<file path="config.mk">
export PLATFORM = sky130hd
export DESIGN_NAME = mbscore_vec_int_ctrl_flat
export DESIGN_NICKNAME = d
export VERILOG_FILES = /design/src/rtl/mbscore_vec_int_ctrl_pkg.sv /design/src/rtl/mbscore_vec_int_ctrl_if.sv /design/src/rtl/mbscore_prio_enc.sv /design/src/rtl/mbscore_vec_int_ctrl.sv /design/src/flat_wrapper.sv
export SDC_FILE = /design/constraint.sdc
export NUM_CORES = 1
export LEC_CHECK = 0
export CAP_MARGIN = 5
export CORE_MARGIN = 1.5
export CORE_UTILIZATION = 40
export DETAILED_ROUTE_END_ITERATION = 10
export MAX_ROUTING_LAYER = met4
export PLACE_DENSITY_LB_ADDON = 0.3
export SYNTH_ARGS = -nofsm -noshare
export SYNTH_HDL_FRONTEND = slang
export SYNTH_SLANG_ARGS = --single-unit
</file>
<file path="constraint.sdc">
create_clock -name clk -period 2.8 [get_ports clk]
set_clock_uncertainty 0.15 [all_clocks]
set_input_delay 0.84 -clock clk [delete_from_list [all_inputs] [get_ports clk]]
set_output_delay 0.84 -clock clk [all_outputs]
set_load 0.05 [all_outputs]
</file>
<file path="src/rtl/mbscore_vec_int_ctrl_pkg.sv">
// rtl/mbscore_vec_int_ctrl_pkg.sv - shared types and defaults for the MBScore vectored interrupt controller
// Purpose: FSM state encoding and default vector table placement.
// Ports: none (package).
package mbscore_vec_int_ctrl_pkg;

  typedef enum logic [1:0] {
    ST_IDLE    = 2'd0,
    ST_STALL   = 2'd1,
    ST_JUMP    = 2'd2,
    ST_SERVICE = 2'd3
  } state_t;

  localparam logic [31:0] DEF_VEC_BASE        = 32'h0000_0100;
  localparam int          DEF_VEC_STRIDE_LOG2 = 4;

endpackage

</file>
<file path="src/rtl/mbscore_vec_int_ctrl_if.sv">
// rtl/mbscore_vec_int_ctrl_if.sv - request/handshake bundle between SoC/core and the interrupt controller
// Purpose: groups interrupt requests, core handshake and vectoring outputs.
// Ports (signals):
//   irq_src, int_en_n, irq_mask, stall_ack, eoi       : core/SoC -> controller
//   stop, setINTR, int_jump, int_addr, int_id,
//   irq_pending                                        : controller -> core
// Modports: master = core/SoC side, slave = controller.
interface mbscore_vec_int_ctrl_if #(
  parameter int NUM_SRC    = 8,
  parameter int ADDR_WIDTH = 32,
  parameter int ID_WIDTH   = $clog2(NUM_SRC)
);
  logic [NUM_SRC-1:0]    irq_src;
  logic                  int_en_n;
  logic [NUM_SRC-1:0]    irq_mask;
  logic                  stall_ack;
  logic                  eoi;
  logic                  stop;
  logic                  setINTR;
  logic                  int_jump;
  logic [ADDR_WIDTH-1:0] int_addr;
  logic [ID_WIDTH-1:0]   int_id;
  logic [NUM_SRC-1:0]    irq_pending;

  modport master (
    output irq_src, int_en_n, irq_mask, stall_ack, eoi,
    input  stop, setINTR, int_jump, int_addr, int_id, irq_pending
  );

  modport slave (
    input  irq_src, int_en_n, irq_mask, stall_ack, eoi,
    output stop, setINTR, int_jump, int_addr, int_id, irq_pending
  );
endinterface

</file>
<file path="src/rtl/mbscore_prio_enc.sv">
// rtl/mbscore_prio_enc.sv - lowest-index priority encoder with valid flag
// Purpose: returns the index of the lowest set request bit.
// Ports: req (in, NUM_SRC), id (out, ID_WIDTH), valid (out, any request set).
module mbscore_prio_enc #(
  parameter int NUM_SRC  = 8,
  parameter int ID_WIDTH = $clog2(NUM_SRC)
) (
  input  logic [NUM_SRC-1:0]  req,
  output logic [ID_WIDTH-1:0] id,
  output logic                valid
);

  // Scan from the top down so the lowest set index is written last and wins.
  always_comb begin
    id    = '0;
    valid = 1'b0;
    for (int i = NUM_SRC - 1; i >= 0; i--) begin
      if (req[i]) begin
        id    = ID_WIDTH'(i);
        valid = 1'b1;
      end
    end
  end

endmodule

</file>
<file path="src/rtl/mbscore_vec_int_ctrl.sv">
// rtl/mbscore_vec_int_ctrl.sv - vectored interrupt controller top for the MBScore core
// Purpose: latches/masks sources, stalls the pipeline, issues a one-cycle vectored
//          jump, then blocks further interrupts until end-of-interrupt.
// Ports: clk, rst_n (async active-low); bus (slave modport, see interface file).
module mbscore_vec_int_ctrl
  import mbscore_vec_int_ctrl_pkg::*;
#(
  parameter int                    NUM_SRC         = 8,
  parameter int                    ADDR_WIDTH      = 32,
  parameter logic [ADDR_WIDTH-1:0] VEC_BASE        = ADDR_WIDTH'(DEF_VEC_BASE),
  parameter int                    VEC_STRIDE_LOG2 = DEF_VEC_STRIDE_LOG2,
  parameter logic [NUM_SRC-1:0]    EDGE_MASK       = {NUM_SRC{1'b1}},
  parameter int                    ID_WIDTH        = $clog2(NUM_SRC)
) (
  input logic                   clk,
  input logic                   rst_n,
  mbscore_vec_int_ctrl_if.slave bus
);

  state_t                state_q, state_d;
  logic [NUM_SRC-1:0]    hist_q;
  logic [NUM_SRC-1:0]    pend_q, pend_d;
  logic [NUM_SRC-1:0]    elig;
  logic [ID_WIDTH-1:0]   win_id;
  logic                  win_valid;
  logic [ID_WIDTH-1:0]   id_q;
  logic [ADDR_WIDTH-1:0] addr_q;
  logic                  in_service;

  assign elig       = pend_q & ~bus.irq_mask & {NUM_SRC{~bus.int_en_n}};
  assign in_service = (state_q == ST_JUMP) || (state_q == ST_SERVICE);

  mbscore_prio_enc #(
    .NUM_SRC  (NUM_SRC),
    .ID_WIDTH (ID_WIDTH)
  ) u_prio_enc (
    .req   (elig),
    .id    (win_id),
    .valid (win_valid)
  );

  // Edge sources: a fresh edge beats the JUMP-cycle clear. Level sources
  // mirror the input, but the one in service reads 0 so it cannot re-enter.
  always_comb begin
    pend_d = '0;
    for (int i = 0; i < NUM_SRC; i++) begin
      if (EDGE_MASK[i]) begin
        pend_d[i] = (bus.irq_src[i] & ~hist_q[i]) |
                    (pend_q[i] & ~((state_q == ST_JUMP) && (id_q == ID_WIDTH'(i))));
      end else begin
        pend_d[i] = bus.irq_src[i] & ~(in_service && (id_q == ID_WIDTH'(i)));
      end
    end
  end

  always_comb begin
    state_d = state_q;
    case (state_q)
      ST_IDLE:    if (win_valid) state_d = ST_STALL;
      ST_STALL: begin
        if (!win_valid)        state_d = ST_IDLE;
        else if (bus.stall_ack) state_d = ST_JUMP;
      end
      ST_JUMP:    state_d = ST_SERVICE;
      ST_SERVICE: if (bus.eoi) state_d = ST_IDLE;
      default:    state_d = ST_IDLE;
    endcase
  end

  always_ff @(posedge clk or negedge rst_n) begin
    if (!rst_n) begin
      state_q <= ST_IDLE;
      hist_q  <= '0;
      pend_q  <= '0;
      id_q    <= '0;
      addr_q  <= '0;
    end else begin
      state_q <= state_d;
      hist_q  <= bus.irq_src;
      pend_q  <= pend_d;
      // Vector address is registered only for the JUMP cycle and reads 0 otherwise.
      if ((state_q == ST_STALL) && (state_d == ST_JUMP)) begin
        id_q   <= win_id;
        addr_q <= VEC_BASE + (ADDR_WIDTH'(win_id) << VEC_STRIDE_LOG2);
      end else begin
        addr_q <= '0;
      end
    end
  end

  assign bus.stop        = (state_q == ST_STALL) || (state_q == ST_JUMP);
  assign bus.int_jump    = (state_q == ST_JUMP);
  assign bus.setINTR     = (state_q == ST_JUMP);
  assign bus.int_addr    = addr_q;
  assign bus.int_id      = id_q;
  assign bus.irq_pending = pend_q;

endmodule

</file>
<file path="src/flat_wrapper.sv">
// flat-port wrapper written by rule: the top's interface ports become plain ports
module mbscore_vec_int_ctrl_flat import mbscore_vec_int_ctrl_pkg::*;
#(
  parameter int                    NUM_SRC         = 8,
  parameter int                    ADDR_WIDTH      = 32,
  parameter logic [ADDR_WIDTH-1:0] VEC_BASE        = ADDR_WIDTH'(DEF_VEC_BASE),
  parameter int                    VEC_STRIDE_LOG2 = DEF_VEC_STRIDE_LOG2,
  parameter logic [NUM_SRC-1:0]    EDGE_MASK       = {NUM_SRC{1'b1}},
  parameter int                    ID_WIDTH        = $clog2(NUM_SRC)
)
  (clk, rst_n, bus_irq_src, bus_int_en_n, bus_irq_mask, bus_stall_ack, bus_eoi, bus_stop, bus_setINTR, bus_int_jump, bus_int_addr, bus_int_id, bus_irq_pending);
  mbscore_vec_int_ctrl_if #(.NUM_SRC(NUM_SRC), .ADDR_WIDTH(ADDR_WIDTH), .ID_WIDTH(ID_WIDTH)) bus_i ();
  input logic clk;
  input logic rst_n;
  input wire logic [$bits(bus_i.irq_src)-1:0] bus_irq_src;
  input wire logic [$bits(bus_i.int_en_n)-1:0] bus_int_en_n;
  input wire logic [$bits(bus_i.irq_mask)-1:0] bus_irq_mask;
  input wire logic [$bits(bus_i.stall_ack)-1:0] bus_stall_ack;
  input wire logic [$bits(bus_i.eoi)-1:0] bus_eoi;
  output wire logic [$bits(bus_i.stop)-1:0] bus_stop;
  output wire logic [$bits(bus_i.setINTR)-1:0] bus_setINTR;
  output wire logic [$bits(bus_i.int_jump)-1:0] bus_int_jump;
  output wire logic [$bits(bus_i.int_addr)-1:0] bus_int_addr;
  output wire logic [$bits(bus_i.int_id)-1:0] bus_int_id;
  output wire logic [$bits(bus_i.irq_pending)-1:0] bus_irq_pending;
  assign bus_i.irq_src = bus_irq_src;
  assign bus_i.int_en_n = bus_int_en_n;
  assign bus_i.irq_mask = bus_irq_mask;
  assign bus_i.stall_ack = bus_stall_ack;
  assign bus_i.eoi = bus_eoi;
  assign bus_stop = bus_i.stop;
  assign bus_setINTR = bus_i.setINTR;
  assign bus_int_jump = bus_i.int_jump;
  assign bus_int_addr = bus_i.int_addr;
  assign bus_int_id = bus_i.int_id;
  assign bus_irq_pending = bus_i.irq_pending;
  mbscore_vec_int_ctrl #(.NUM_SRC(NUM_SRC), .ADDR_WIDTH(ADDR_WIDTH), .VEC_BASE(VEC_BASE), .VEC_STRIDE_LOG2(VEC_STRIDE_LOG2), .EDGE_MASK(EDGE_MASK), .ID_WIDTH(ID_WIDTH)) u_core (.clk(clk), .rst_n(rst_n), .bus(bus_i));
endmodule
</file>
# Word level (Yosys, flattened, before mapping)
# Index checks and enable logic that the tools add are counted.
# word_totals
ff_bits,53
elab_cells,95
in_bits,21
output_inout_bits,46
# op_classes
bitwise,44
add_sub_neg,1
n_mux,22
reduce_logical,12
n_eq_ne,11
# op_table
operator,n
32-bit 2-to-1 mux,1
3-bit 2-to-1 mux,8
1-bit NOT,17
1-bit bitwise AND,16
8-bit bitwise AND,2
3-bit == test (second input constant),4
9-bit by 7-bit adder with 10-bit output (first input constant),1
1-bit logical AND,9
1-bit 2-to-1 mux,8
2-bit 2-to-1 mux,4
8-bit NOT,1
1-bit OR,8
2-bit one-hot mux with 4 select lines,1
2-bit == test (second input constant),3
3-bit by 2-bit == test with 1-bit output (second input constant),2
3-bit by 1-bit == test with 1-bit output (second input constant),1
3-bit zero test,1
2-bit by 1-bit == test with 1-bit output (second input constant),1
2-bit zero test,1
1-bit logical OR,1

# Logic depth before layout (Yosys ltp)
# Gate-level depths: netlist of run 1.
# logic_depth
depth_word,16
depth_mapped,7
mapped_depth_nobuf,7

# Hierarchy
# A second synthesis of run 1 with hierarchy kept.
# hier_totals
hier_cells,135
hier_area_um2,1363.8
# modules_own_cells
module,area_each_um2,seq_area_each_um2,cells_per_inst,instances
mbscore_vec_int_ctrl,1283.7,625.6,122,1
mbscore_prio_enc,80.1,0.0,13,1

# Worst setup path after synthesis of run 1
# Ideal clock, no wire load.
# synth_timing
path_kind,input port to flip-flop
start,input bus_irq_mask[0]
end,register u_core.id_q[1] (netlist: u_core.bus.int_id[1])
setup_time_ns,0.125
t_required_ns,2.525
t_arrival_ns,2.192
stages,6
setup_slack_ns,0.333
n_path_buf,0
path_cell_list,nand2b_1 -> a41oi_1 -> o221ai_1 -> a21oi_2 -> nand3_4 -> mux2_4
# synth_between
elab_chain_len,8
elab_cells_between_ends,10
cone_classes,eq/ne: 1; mux: 5; bitwise: 3; reduce/logical: 1
# synth_rtl
item,line_no,rtl
from (decl),flat_wrapper.sv:17,input wire logic [$bits(bus_i.irq_mask)-1:0] bus_irq_mask;
8-bit NOT *,mbscore_vec_int_ctrl.sv:30,assign elig = pend_q & ~bus.irq_mask & {NUM_SRC{~bus.int_en_n}};
8-bit bitwise AND * (2 in a row),mbscore_vec_int_ctrl.sv:30,
1-bit 2-to-1 mux *,mbscore_prio_enc.sv:18,if (req[i]) begin
2-bit 2-to-1 mux (on tied branches),"mbscore_vec_int_ctrl.sv:61, mbscore_vec_int_ctrl.sv:59",
2-bit one-hot mux with 4 select lines *,mbscore_vec_int_ctrl.sv:58,case (state_q)
net u_core.state_d[1],mbscore_vec_int_ctrl.sv:20,"state_t state_q, state_d;"
2-bit == test *,mbscore_vec_int_ctrl.sv:82,if ((state_q == ST_STALL) && (state_d == ST_JUMP)) begin
1-bit logical AND *,mbscore_vec_int_ctrl.sv:82,
to (signal assigned),mbscore_vec_int_ctrl.sv:83,id_q <= win_id;
to (decl),mbscore_vec_int_ctrl.sv:26,logic [ID_WIDTH-1:0] id_q;
# The timed path passes the listed nets; every way through them passes the cells marked *.
# A chain may end at the register's enable or synchronous reset.

# Worst setup path in the final report of run 1
# layout_timing
start,register u_core.id_q[1] (netlist: u_core.bus.int_id[1])
end,output bus_int_id[1]
# layout_lines
item,line_no,rtl
to (decl),flat_wrapper.sv:24,output wire logic [$bits(bus_i.int_id)-1:0] bus_int_id;
# No word-level cell between the ends.

==> impl_results.md, run 1 <==
- Critical path class: flip-flop to output pin
- Starting density of the core: between 40% and 50%
- Fin Setup TNS: 0 ns
- Static leakage: 0.8377 nW
- RSZ-0062 raised after global routing: false
- Via count: 1,017
- Crit path launch type: flip-flop
- Status: completed
- Reg-to-reg setup timing slack: 0.65 ns
- Hold Path Depth: 1
- Power per standard cell area: 916.6 nW/µm²
- FF+latch count, synth: 25
- Critical Path Start: u_core.bus.int_id[1]
- Placed insts: 225
- Top_reg_cell synth: dfrtp_1
- Die area: 3766 µm²
- DR pass1 iterations: 4
- YS warnings: 0
- Number of synthesized flops with an enable pin: 0
- Most frequent cell after synthesis: buf_4
- Hold path startpoint: u_core.hist_q[3]
- Slew Limit Fails: 0
- Area Growth Syn to Fin: 29.94%
- DRC viols: 0
- Crit-path cells: clkdlybuf4s50_1
- Area share of the largest cell type after synthesis: 45.91%
- Post-route insts no fill: 229
- Routability cong.: 0.9186
- Std cell rows: 21
- Core Region: about 3300 µm²
- Die Y: 61.37 µm
- Post-synthesis instance total: 134
- Vias in the first global route: 938
- Delay-heaviest family, CP: buffers and inverters
- Slew @ Worst Pin: approximately 0.51 ns
- CTS tree: yes
- Overall Global Routing Usage: 16.55%
- FF-to-FF End: u_core.bus.int_id[1]
- Hold Violations, Final: 0
- Yosys top cell by area: dfrtp_1
- Port bufs: 38
- Ant. Diodes: 0
- WL/cell: 11.81 µm
- Peak VDD IR: 0.4490 mV
- # hold bufs at CTS: 0
- Die width: 61.37 µm
- Crit path max fanout: 7
- Final HPWL DP: 2.151 mm
- Global-route wire length before repair: 4.429 mm
- Fmax: 374.9 MHz
- Min cycle time layout: between 2 and 3 ns
- Fin crit share: 95.26%
- Via density: 4.441
- CP required: 1.81 ns
- Initial DRC Count: 26
- Post-CTS Resized: 0
- Total Routed Length: 2.705 mm
- Critical path arrival: 1.68 ns
- Register area share after synthesis: 45.91%
- Slew headroom: 65.37%
- H-Tree Depth: 1
- Largest net degree at the start of global routing: 26
- Synth cell types: 32
- Final setup fails: 0
- CTS Buffer Depth: 2
- Worst path slowest cell: clkdlybuf4s50_1
- Postcts setup bufs: 0
- CP Capture Type: output pin
- Synth top area cells: dfrtp_1, buf_4, o21ai_0
- Worst Hold Class: flip-flop to flip-flop
- Buf/Inv on CP: 1
- Hold Path Sink: u_core.bus.irq_pending[3]
- Share of layout cells above drive strength 1: between 10 and 15%
- Ports: 67
- Clk sinks: 25
- Clk pin slew, worst setup/hold paths: 0.14 ns
- Synthesized cell area: 1363 µm²
- Antenna viol nets, final: 0
- Top post-synthesis cells by count: buf_4, dfrtp_1, o21ai_0, inv_1, nand2b_1
- CP max stage delay: 0.86 ns
- Initial antenna violation count: 0
- Fin nets: 209
- MaxCap Viol Count: 0
- Worst r2r path cells: 6
- Crit Reg-Reg Startpoint: u_core.bus.irq_pending[7]
- Overflow after GRT: 0
- Clock Latency Late Sink: 0.32 ns
- Root Buffer: clkbuf_4
- Mapped Avg Cell Area: 10.17 µm²
- Post-synth ARST share: 100.0%
- CTS buffer count: 3
cell type report:
| class | count | area (µm²) |
|---|---|---|
| inverter | 14 | 52.55 |
| fill | 312 | 1540 |
| tap | 46 | 57.56 |
| sequential | 25 | 625.6 |
| timing repair buffer | 47 | 440.4 |
| clock buffer | 4 | 26.28 |
| multi-input combinational | 93 | 568.0 |
worst max-delay path by stage:
| stage | to | depth (start not counted) |
|---|---|---|
| 4_1_cts | bus_int_id[1] | 1 |
| 2_1_floorplan | u_core.bus.int_id[1] | 6 |
| 3_5_place_dp | u_core.bus.int_id[1] | 7 |
| 3_3_place_gp | u_core.bus.int_id[1] | 7 |
| 6_report | bus_int_id[1] | 1 |
| 5_1_grt | u_core.bus.int_addr[5] | 8 |
registers in the layout (all words and copies together) (netlist names):
signal	cells
u_core.bus.int_id	3
u_core.bus.irq_pending	8
u_core.state_q	2
u_core.bus.int_addr	4
u_core.hist_q	8
per-stage QoR:
stage / power (mW) / setup WS (ns) / hold slack, ns / instance area [µm²] / utilization (%)
2_1_floorplan: 1.214 / 0.3333 / 0.2496 / 1464 / -
3_3_place_gp: 1.448 / -0.1668 / 0.2520 / 1744 / 52.68
3_5_place_dp: 1.469 / -0.2113 / 0.2611 / 1744 / 52.68
4_1_cts: 1.634 / 0.1213 / 0.2811 / 1770 / 53.48
5_1_grt: 1.721 / 0.02069 / 0.3090 / 1770 / 53.48
6_report: 1.623 / 0.1327 / 0.2762 / 1770 / 53.48
per-layer routing:
| metal | GRT usage, % | routed length, µm |
|---|---|---|
| met2 | 27.36 | 1374 |
| met4 | 5.471 | 26 |
| met1 | 21.23 | 1144 |
| met3 | 1.891 | 160 |
| met5 | - | 0 |
logic make-up after synthesis:
kind of cell             count (synthesis)  synth area share, %
AND/OR/NAND/NOR                         29                14.05
flip-flops                              25                45.91
buffers and inverters                   43                19.83
adder cells (fa/ha/maj)                  4                3.673
AO/OA/AOI/OAI                           29                13.32
other                                    1               0.2752
multiplexers                             3                2.939
cell usage in the layout (no fill, tap or decap):
master,n
mux2_4,2
inv_1,14
and2b_4,1
buf_4,12
clkdlybuf4s50_1,35
and3_1,1
o221ai_1,1
o22ai_1,1
conb_1,28
clkbuf_4,3
nand3_4,1
clkbuf_1,1
o41a_1,1
o211ai_1,1
nor3b_1,1
nand2b_1,8
a211oi_1,1
nor3_1,2
dfrtp_1,25
o31ai_1,2
a21oi_2,1
a41oi_1,1
nor2_1,5
nand4_1,1
ha_1,4
o31a_1,1
nor4_1,1
nor2b_1,2
o41ai_1,1
mux2i_1,1
nor2b_4,2
a21oi_1,3
or2b_1,1
o21ai_0,15
nand2_1,3
power by group:
part           internal [mW]  switching, mW  total (mW)
combinational          0.324          0.624       0.947
clock                 0.0557          0.106       0.161
sequential             0.438         0.0763       0.514
(Power assumes the default switching activity.)
==> run 2, diff against run 1 <==
--- a/config.mk
+++ b/config.mk
@@ -6,8 +6,10 @@
 export NUM_CORES = 1
 export LEC_CHECK = 0
 export CAP_MARGIN = 5
+export CELL_PAD_IN_SITES_DETAIL_PLACEMENT = 1
+export CELL_PAD_IN_SITES_GLOBAL_PLACEMENT = 1
 export CORE_MARGIN = 1.5
-export CORE_UTILIZATION = 40
+export CORE_UTILIZATION = 29
 export DETAILED_ROUTE_END_ITERATION = 10
 export MAX_ROUTING_LAYER = met4
 export PLACE_DENSITY_LB_ADDON = 0.3
==> impl_results.md, run 2 (same netlist as run 1, synthesis figures left out) <==
- Ant. Diodes: 0 (unchanged)
- Worst Hold Class: flip-flop to flip-flop
- WL/cell: 13.61 µm (+15%)
- Total Routed Length: 3.253 mm (+20%)
- Std cell rows: 24 (+14%)
- Routability cong.: 0.7743 (-16%)
- CTS tree: yes
- Overall Global Routing Usage: 13.62% (-2.9 points)
- Placed cell area: 1774 µm² (+1.7%)
- Core Region: 4444 µm² (+34%)
- Critical path class: input pin to flip-flop
- Multi-input gate area: 569.3 µm² (+0.22%)
- Initial DRC Count: 26 (unchanged)
- Static leakage: 0.8651 nW (+3.3%)
- Status: finished with violations
- Share of layout cells above drive strength 1: 14.44% (+2.4 points)
- CP Capture Type: flip-flop
- Area Growth Syn to Fin: 34.16%
- Crit path max fanout: 4 (-3)
- Overflow after GRT: 0 (unchanged)
- Sequential cell area: 625.6 µm² (unchanged)
- Power per standard cell area: 954.2 nW/µm² (+4.1%)
- Fmax: 364.6 MHz (-2.8%)
- Hold slack: 0.2682 ns (-0.007937 ns)
- Crit path launch type: input pin
- Fillers: 530 (+70%)
- Clk sinks: 25 (unchanged)
- Port bufs: 38 (unchanged)
- CP required: 2.83 ns (+1.02 ns)
- Root Buffer: clkbuf_8
- Initial antenna violation count: 0 (unchanged)
- Clk pin slew, worst setup/hold paths: 0.09 ns (-0.05 ns)
- Final HPWL DP: 2.588 mm (+20%)
- Peak VDD IR: 0.3980 mV (-11%)
- Via count: 1,056 (+3.8%)
- Post-route cell area: 1828 µm² (+3.3%)
- Failing checks: design-rule violations
- CTS Buffer Depth: 2 (unchanged)
- Min cycle time layout: 2.743 ns (+0.07579 ns)
- Die area: 5119 µm² (+36%)
- Hold Violations, Final: 0 (unchanged)
- Commonest non-fill, non-tap cell in the layout: clkdlybuf4s50_1
- Fin crit share: 97.97% (+2.7 points)
- Global-route wire length before repair: 5.216 mm (+18%)
- Slew @ Worst Pin: 0.5081 ns (-0.004662 ns)
- Vias in the first global route: 1,089 (+16%)
- MaxCap Viol Count: 0 (unchanged)
- Ports: 67 (unchanged)
- Slew Limit Fails: 0 (unchanged)
- Final setup fails: 0 (unchanged)
- CTS buffer count: 3 (unchanged)
- Slew headroom: 66.02% (+0.65 points)
- Via density: 4.418 (-0.51%)
- DRC viols: 7 (+7)
- Die Y: 71.55 µm (+17%)
- Largest net degree at the start of global routing: 26 (unchanged)
- Clock Latency Late Sink: 0.27 ns (-0.05 ns)
- Die width: 71.55 µm (+17%)
- Critical path arrival: 2.77 ns (+1.09 ns)
- Fin nets: 213 (+1.9%)
- H-Tree Depth: 1 (unchanged)
- DR pass1 iterations: 7 (+3)
- Commonest cells after routing, fill and taps aside: clkdlybuf4s50_1, conb_1, dfrtp_1
- Fin Setup TNS: 0 ns (unchanged)
- Antenna viol nets, final: 0 (unchanged)
- Starting density of the core: 30.66% (-10 points)
==> run 2: final cells by class <==
class | count | share of cell area (%)
clock buffers | 4 | 2.464
flip-flops and latches | 25 | 34.22
inverters | 14 | 2.875
repair buffers | 51 | 25.74
well taps | 52 | 3.559
multi-input cells | 93 | 31.14
==> run 2: repair_timing <==
item                       in CTS  in global routing
hold buffers                    0                  0
setup endpoints to repair       0                  1
gates resized for setup         0                  1
setup buffers                   0                  1
==> run 2: through the flow <==
stage | utilization, % | total power [mW] | std cells | setup slack (ns)
after floorplan | - | 1.214 | 161 | 0.3333
after global placement | 39.92 | 1.486 | 234 | -0.1842
after detailed placement | 39.92 | 1.516 | 234 | -0.2352
after CTS | 40.93 | 1.739 | 238 | 0.05028
after global routing | 41.13 | 1.846 | 239 | -0.001187
final | 41.13 | 1.744 | 239 | 0.05690
==> run 2: worst max-delay path: stages <==
cell and delay [ns]:
clkdlybuf4s50_1 0.51, nor2b_4 0.05, o41a_1 0.46, o31a_1 0.27
a21oi_2 0.17, nand3_4 0.12, buf_4 0.17, nor3_1 0.18
==> run 2: worst paths after layout <==
path                                      startpoint                   endpoint  slack [ns]  cells past startpoint
min in group asynchronous                      rst_n           u_core.hist_q[7]        0.78                      2
max reg2reg                u_core.bus.irq_pending[4]     u_core.bus.int_addr[5]        0.63                      7
min                                 u_core.hist_q[0]  u_core.bus.irq_pending[0]        0.27                      1
min reg2reg                         u_core.hist_q[0]  u_core.bus.irq_pending[0]        0.27                      1
max in group asynchronous                      rst_n          u_core.state_q[1]        1.47                      2
max                                  bus_irq_mask[7]     u_core.bus.int_addr[5]        0.06                      8
==> run 2: per-layer routing <==
layer / wire, µm / GRT usage (%)
met1: 1433 / 16.81
met3: 188 / 2.250
met5: 0 / -
met2: 1601 / 23.05
met4: 29 / 3.983
==> run 2: power by group <==
group	total [mW]	leakage, nW	switching, mW	internal (mW)
combinational	1.02	0.558	0.656	0.364
sequential	0.509	0.285	0.0706	0.438
clock	0.215	0.0228	0.113	0.102
total	1.74	0.865	0.840	0.904
